--- src/rtl/period_meter_pkg.sv ---
// Shared types and constants for the SIN period meter.
// FSM encoding and default counter width live here.
package period_meter_pkg;

  localparam int WIDTH_DEF = 24;

  typedef enum logic [1:0] {
    IDLE = 2'b00,
    ARM  = 2'b01,
    MEAS = 2'b10
  } state_t;

endpackage

--- src/rtl/sync_edge.sv ---
// Two-flop synchronizer for an asynchronous input.
// A third flop provides rising-edge detect.
module sync_edge (
  input  logic CIN,
  input  logic RSTN,
  input  logic D,
  output logic EDGE
);

  logic r_s1;
  logic r_s2;
  logic r_s3;

  always_ff @(posedge CIN or negedge RSTN) begin
    if (!RSTN) begin
      r_s1 <= 1'b0;
      r_s2 <= 1'b0;
      r_s3 <= 1'b0;
    end else begin
      r_s1 <= D;
      r_s2 <= r_s1;
      r_s3 <= r_s2;
    end
  end

  assign EDGE = r_s2 & ~r_s3;

endmodule

--- src/rtl/period_meter.sv ---
// Measures the SIN period in CIN cycles between rising edges.
// Saturating counter, sticky overflow, one-cycle VALID strobe.
module period_meter
  import period_meter_pkg::*;
#(
  parameter int WIDTH = WIDTH_DEF
) (
  input  logic             CIN,
  input  logic             RSTN,
  input  logic             EN,
  input  logic             SIN,
  output logic [WIDTH-1:0] PERIOD,
  output logic             VALID,
  output logic             OVF,
  output logic             BUSY
);

  localparam logic [WIDTH-1:0] CNT_MAX = '1;
  localparam logic [WIDTH-1:0] CNT_ONE =
    {{(WIDTH-1){1'b0}}, 1'b1};

  logic [1:0]       r_rst;
  logic             w_rst_n;
  logic             w_edge;
  state_t           r_state;
  logic [WIDTH-1:0] r_cnt;
  logic [WIDTH-1:0] r_period;
  logic             r_valid;
  logic             r_ovf;
  logic             r_busy;

  // Assert asynchronously, release on CIN.
  always_ff @(posedge CIN or negedge RSTN) begin
    if (!RSTN) begin
      r_rst <= 2'b00;
    end else begin
      r_rst <= {r_rst[0], 1'b1};
    end
  end

  assign w_rst_n = r_rst[1];

  sync_edge u_sync (
    .CIN  (CIN),
    .RSTN (w_rst_n),
    .D    (SIN),
    .EDGE (w_edge)
  );

  always_ff @(posedge CIN or negedge w_rst_n) begin
    if (!w_rst_n) begin
      r_state  <= IDLE;
      r_cnt    <= '0;
      r_period <= '0;
      r_valid  <= 1'b0;
      r_ovf    <= 1'b0;
      r_busy   <= 1'b0;
    end else begin
      r_valid <= 1'b0;
      if (!EN) begin
        r_state <= IDLE;
        r_cnt   <= '0;
        r_ovf   <= 1'b0;
        r_busy  <= 1'b0;
      end else begin
        unique case (r_state)
          IDLE: begin
            r_state <= ARM;
            r_busy  <= 1'b1;
          end
          ARM: begin
            if (w_edge) begin
              r_cnt   <= CNT_ONE;
              r_state <= MEAS;
            end
          end
          MEAS: begin
            if (w_edge) begin
              r_period <= r_cnt;
              r_valid  <= 1'b1;
              r_ovf    <= 1'b0;
              r_cnt    <= CNT_ONE;
            end else if (r_cnt == CNT_MAX) begin
              // Saturated: drop this period and rearm.
              r_ovf   <= 1'b1;
              r_cnt   <= '0;
              r_state <= ARM;
            end else begin
              r_cnt <= r_cnt + CNT_ONE;
            end
          end
          default: begin
            r_state <= IDLE;
            r_busy  <= 1'b0;
          end
        endcase
      end
    end
  end

  assign PERIOD = r_period;
  assign VALID  = r_valid;
  assign OVF    = r_ovf;
  assign BUSY   = r_busy;

endmodule

--- config.mk ---
export PLATFORM = sky130hd
export DESIGN_NAME = period_meter
export DESIGN_NICKNAME = d
export VERILOG_FILES = /design/src/rtl/period_meter_pkg.sv /design/src/rtl/sync_edge.sv /design/src/rtl/period_meter.sv
export SDC_FILE = /design/constraint.sdc
export NUM_CORES = 1
export LEC_CHECK = 0
export ABC_AREA = 1
export CAP_MARGIN = 20
export CORE_MARGIN = 5
export CORE_UTILIZATION = 50
export CTS_CLUSTER_SIZE = 20
export DETAILED_ROUTE_END_ITERATION = 10
export PLACE_DENSITY = 0.72
export SKIP_CTS_REPAIR_TIMING = 1
export SLEW_MARGIN = 10
export SYNTH_ARGS = -nofsm -noshare
export SYNTH_HDL_FRONTEND = slang
export SYNTH_SLANG_ARGS = --single-unit
export TNS_END_PERCENT = 50
--- constraint.sdc ---
create_clock -name CIN -period 2 [get_ports CIN]
set_input_delay 0.5 -clock CIN [delete_from_list [all_inputs] [get_ports CIN]]
set_output_delay 0.5 -clock CIN [all_outputs]
set_load 0.03 [all_outputs]
==> results of run 1 <==
==> placed cells by master (no fill, tap or decap), drive strengths merged <==
cell           netlist  layout
nand4                6       6
nor3                 2       2
buf                  5       9
conb                 1       1
nand2              128     128
clkbuf               4      14
xor2                 9       9
nand3               26      26
dfrtp               58      58
inv                 32      32
o21ai               24      24
nor2                52      52
or2                  1       1
clkinv               2       4
nand3b               1       1
nor3b                1       1
ha                   5       5
and2                 2       2
o21bai               1       1
a21oi                3       3
clkdlybuf4s50        0      30
==> per-stage QoR <==
stage	instances	TNS [ns]
after floorplan	363	0
after global placement	465	-0.0597
after detailed placement	465	-0.502
after CTS	481	0
after global routing	481	0
final	481	0
==> layer usage <==
metal  global-route usage  up-vias
met4                0.117        0
met2                0.287       52
met3               0.0375       19
li1                     -     1213
met1                0.249     1103
met5                    0        -
==> where the power goes <==
group	internal (mW)	leakage, nW	switching [mW]
clock	0.548	0.0965	0.454
sequential	1.23	0.792	0.0492
combinational	0.188	0.645	0.387
==> registers in the layout, summed over array words and instances, names as in the netlist <==
register and cells:
r_rst 2, OVF 1, u_sync.r_s1 1, VALID 1
BUSY 1, r_cnt 24, u_sync.r_s2 1, u_sync.r_s3 1
PERIOD 24, r_state 2
==> cell type report <==
class | instances | area (µm²) | share of cell area
inverter | 34 | 133 | 0.0380
clock buffer | 14 | 173 | 0.0494
timing repair buffer | 39 | 380 | 0.109
multi-input combinational | 262 | 1250 | 0.359
sequential | 58 | 1450 | 0.416
clock inverter | 2 | 10.0 | 0.00287
tap | 72 | 90.1 | 0.0258
==> worst max-delay path by stage <==
| stage | start | end | slack (ns) | depth (start not counted) |
|---|---|---|---|---|
| after floorplan | r_rst[1] | BUSY | 0.27 | 0 |
| after global placement | EN | r_cnt[17] | -0.02 | 9 |
| after detailed placement | EN | r_cnt[2] | -0.06 | 9 |
| after CTS | PERIOD[20] | PERIOD[20] | 0.11 | 1 |
| after global routing | PERIOD[20] | PERIOD[20] | 0.06 | 1 |
| final | PERIOD[20] | PERIOD[20] | 0.12 | 1 |
==> kinds of logic (layout without fill, tap and decap cells) <==
group,Yosys count,in the layout,synth area share
and+or+nand+nor,219,219,0.334
DFF,58,58,0.502
buffers and inverters,43,89,0.0649
AOI/OAI and AO/OA,28,28,0.0493
xor gates and xnor gates,9,9,0.0272
adders and majority gates,5,5,0.0216
other,1,1,0.00130
==> metrics, run 1 <==
power consumption=2.85 mW; wl on met1=2920 µm; DRC errors left=0; worst hold path class=reg2async; die area=0.00741 mm²; routability congestion estimate from global placement=0.852; Yosys top cell by area=dfrtp_1; global router's overall resource usage=0.189; Tmin final=1.88 ns; Post-layout nets=413; RSZ-0062 raised after global routing=no; number of nets still failing antenna checks after routing=0; final standard cell area without fillers=0.00349 mm²; largest cells by area after synthesis=dfrtp_1, nand2_1, nor2_1; final core occ=0.627; static leakage=1.53 nW; Die X-Extent=86.1 µm; number of max-cap violations=0; TritonCTS clock tree=yes; Reg2Reg Launch Point=r_state[0]; total length of routed met3 wires=261 µm; distinct cell type count of the synthesized netlist=28; post-synth top area share=0.502; per-cell via count in the routed design=4.96; Max clock buf depth=2; via count=2387; wire length of the first global-routing pass=10800 µm; area after detailed placement=0.00331 mm²; height of the die=86.1 µm; number of synthesized register bits=58; WHS=0.209 ns; Routed WL per cell=13.0 µm; final number of setup-violating endpoints=0; critical path launch point type=register; number of iterations in the first detailed-routing pass=6; worst supply voltage drop on vdd=0.504 mV; number of fill cells=496; CP top delay family=buffers and inverters; largest fanout of any net on the critical path=2; type of element capturing the critical path=primary output; most common cell in the synthesized netlist=nand2_1; clock-pin slew on the worst setup and hold paths=0.07 ns; commonest cells in the synthesized netlist=nand2_1, dfrtp_1, nor2_1; count of boundary I/O pins=31; Layout Skew=0.00543 ns; share of post-route cells with drive strength above 1=0.137; Slowest cell on crit path=clkdlybuf4s50_1; global route total overflow=0; most instantiated flip-flop cell in the synthesis netlist=dfrtp_1; worst flop-to-flop path endpoint=r_cnt[18]; final hold violation count=0; Tcrit/Tclk final=0.942; detailed-routed wire length on met2=2820 µm; total buffers and inverters traversed by the critical path=1; library cell used as clock root buffer=clkbuf_8; data required time of the critical path=1.50 ns; number of CTS-inserted buffers=9; final antenna diode count=0; detailed-route wire length=6240 µm; Pwr Density=816 mW/mm²; Critical Path AT=1.38 ns; PortBufs=30; antenna violations before repair=0; Avg Cell Area, Syn=7.97 µm²; Post-Syn Instances=363; relative max-transition margin=0.623; highest metal layer used by the detailed router=met4; category of the most critical setup path=reg2out; worst path setup slack after routing=0.117 ns; Net Count, Synth=372; num rows=27; starting utilization of the core area=0.519; transition at the pin with the smallest max-transition slack=0.565 ns; worst slack at placement=-0.0571 ns; level count of the clock H-tree=3; Syn-to-layout area delta=20.7%; run status=finished, final reports clean; HPWL Detailed=4490 µm; cell depth of the worst flop-to-flop path=9; Synth Warn #=0; number of max-slew violations in the final report=0; source-to-sink clock delay at the later pin of the worst-skew pair=0.35 ns; Floorplan Core Area=0.00557 mm²; Syn Std Cell Area=0.00289 mm²; via count of the first global-routing pass=2285; CP cell instances=clkdlybuf4s50_1; worst setup slack for register-to-register paths=0.27 ns; number of enable flip-flop cells after synthesis=0; critical path's largest stage delay=0.68 ns; number of DRC violations after detailed-routing iteration 0=160; Max Clk Rate=531 MHz; asr flop ratio synth=1.00; share of the yosys chip area belonging to registers=0.502; maximum number of pins on one net before global-route repair=40; number of clock sinks=58
(Power assumes the default switching activity.)
==> run 2: changes to the inputs <==
--- a/config.mk
+++ b/config.mk
@@ -6,7 +6,6 @@
 export NUM_CORES = 1
 export LEC_CHECK = 0
 export ABC_AREA = 1
-export CAP_MARGIN = 20
 export CORE_MARGIN = 5
 export CORE_UTILIZATION = 50
 export CTS_CLUSTER_SIZE = 20
==> results of run 2 <==
Same layout as run 1: the final DEF is identical, and so are final timing and power.
==> run 3: changes to the inputs <==
==> constraint.sdc (replaced) <==
create_clock -name CIN -period 2.16 [get_ports CIN]
set_input_delay 0.54 -clock CIN [delete_from_list [all_inputs] [get_ports CIN]]
set_output_delay 0.54 -clock CIN [all_outputs]
set_load 0.03 [all_outputs]
==> metrics, run 3 (synthesized netlist as in run 1, its figures left out) <==
run status=finished, final reports clean; HPWL Detailed=4550 µm; Syn-to-layout area delta=21.2%; starting utilization of the core area=0.519; wire length of the first global-routing pass=10900 µm; CP top delay family=buffers and inverters; source-to-sink clock delay at the later pin of the worst-skew pair=0.34 ns; Critical Path AT=1.38 ns; maximum number of pins on one net before global-route repair=40; num rows=27; WHS=0.222 ns; Post-layout nets=410; height of the die=86.1 µm; via count of the first global-routing pass=2309; Max clock buf depth=2; share of post-route cells with drive strength above 1=0.133; worst path setup slack after routing=0.239 ns; cell depth of the worst flop-to-flop path=9; category of the most critical setup path=reg2out; relative max-transition margin=0.626; instance count after placement with tap cells included=462; Tmin final=1.92 ns; number of max-cap violations=0; Die X-Extent=86.1 µm; final antenna diode count=0; Routed WL per cell=13.1 µm; die area=0.00741 mm²; routability congestion estimate from global placement=0.848; number of DRC violations after detailed-routing iteration 0=110; antenna violations before repair=0; part of the total power dissipated in the clock network=0.395; DRC errors left=0; worst setup slack for register-to-register paths=0.35 ns; start point of the critical path=PERIOD[4]; global router's overall resource usage=0.190; largest fanout of any net on the critical path=2; Slowest cell on crit path=clkdlybuf4s50_1; number of iterations in the first detailed-routing pass=5; cell-internal power=1.97 mW; static leakage=1.53 nW; switching share of power=0.299; transition at the pin with the smallest max-transition slack=0.561 ns; critical path's largest stage delay=0.68 ns; detailed-route wire length=6260 µm; library cell used as clock root buffer=clkbuf_8; number of nets still failing antenna checks after routing=0; PortBufs=30; critical path launch point type=register; worst flop-to-flop path endpoint=r_cnt[17]; worst supply voltage drop on vdd=0.555 mV; data required time of the critical path=1.62 ns; Tcrit/Tclk final=0.889; commonest cells after routing, fill and taps aside=nand2_1, dfrtp_1, nor2_1; area of the multi-input gates=0.00125 mm²; total buffers and inverters traversed by the critical path=1; power spent charging and discharging nets=841 µW; power consumption=2.81 mW; number of CTS-inserted buffers=9; Layout Skew=0.0108 ns; worst slack at placement=-0.0104 ns; number of clock sinks=58; final number of setup-violating endpoints=0; area of all sequential standard cells=0.00145 mm²; per-cell via count in the routed design=4.96; via count=2370; commonest non-fill, non-tap cell in the layout=nand2_1; type of element capturing the critical path=primary output; global route total overflow=0; sequential power share=0.420; clock-pin slew on the worst setup and hold paths=0.07 ns; number of fill cells=520; CP cell instances=clkdlybuf4s50_1; post-route non-filler standard cell count=478; worst hold path class=reg2async; RSZ-0062 raised after global routing=no; number of cells on the critical path=1; Pwr Density=801 mW/mm²; TritonCTS clock tree=yes; Comb pwr share=0.185; final hold violation count=0; Floorplan Core Area=0.00557 mm²; level count of the clock H-tree=3; Max Clk Rate=520 MHz; Reg2Reg Launch Point=r_state[0]; count of boundary I/O pins=31; number of max-slew violations in the final report=0
-- run 3: power by group through the flow --
stage | registers [mW] | clock network (mW) | logic (mW)
2_1_floorplan | 1.23 | 0 | 0.370
3_3_place_gp | 1.20 | 0 | 0.513
3_5_place_dp | 1.20 | 0 | 0.522
4_1_cts | 1.18 | 1.13 | 0.524
5_1_grt | 1.19 | 1.18 | 0.578
6_report | 1.18 | 1.11 | 0.521
-- run 3: layer usage --
layer  GRT usage  vias to the layer above  share of wire
met4       0.114                        0          0.035
met5           0                        -              0
met3      0.0365                       20          0.044
li1            -                     1204              -
met1       0.245                     1094           0.46
met2       0.293                       52           0.46
-- run 3: how the worst max path moves through the flow --
stage	to	slack, ns
3_3_place_gp	r_cnt[17]	0.02
5_1_grt	r_cnt[13]	0.18
3_5_place_dp	r_cnt[11]	-0.01
2_1_floorplan	BUSY	0.43
6_report	PERIOD[4]	0.24
4_1_cts	PERIOD[4]	0.22
-- run 3: through the flow --
| stage | setup TNS, ns | instance area, µm² | util |
|---|---|---|---|
| after global routing | 0 | 3510 | 0.629 |
| after floorplan | 0 | 2890 | - |
| after global placement | 0 | 3290 | 0.590 |
| after CTS | 0 | 3510 | 0.629 |
| final | 0 | 3510 | 0.629 |
| after detailed placement | -0.0104 | 3290 | 0.590 |
-- run 3: area by class of cell --
class | instances | share of cell area
multi-input combinational | 262 | 0.358
inverter | 34 | 0.0378
timing repair buffer | 36 | 0.102
clock buffer | 11 | 0.0403
sequential | 58 | 0.414
clock inverter | 5 | 0.0221
tap | 72 | 0.0257
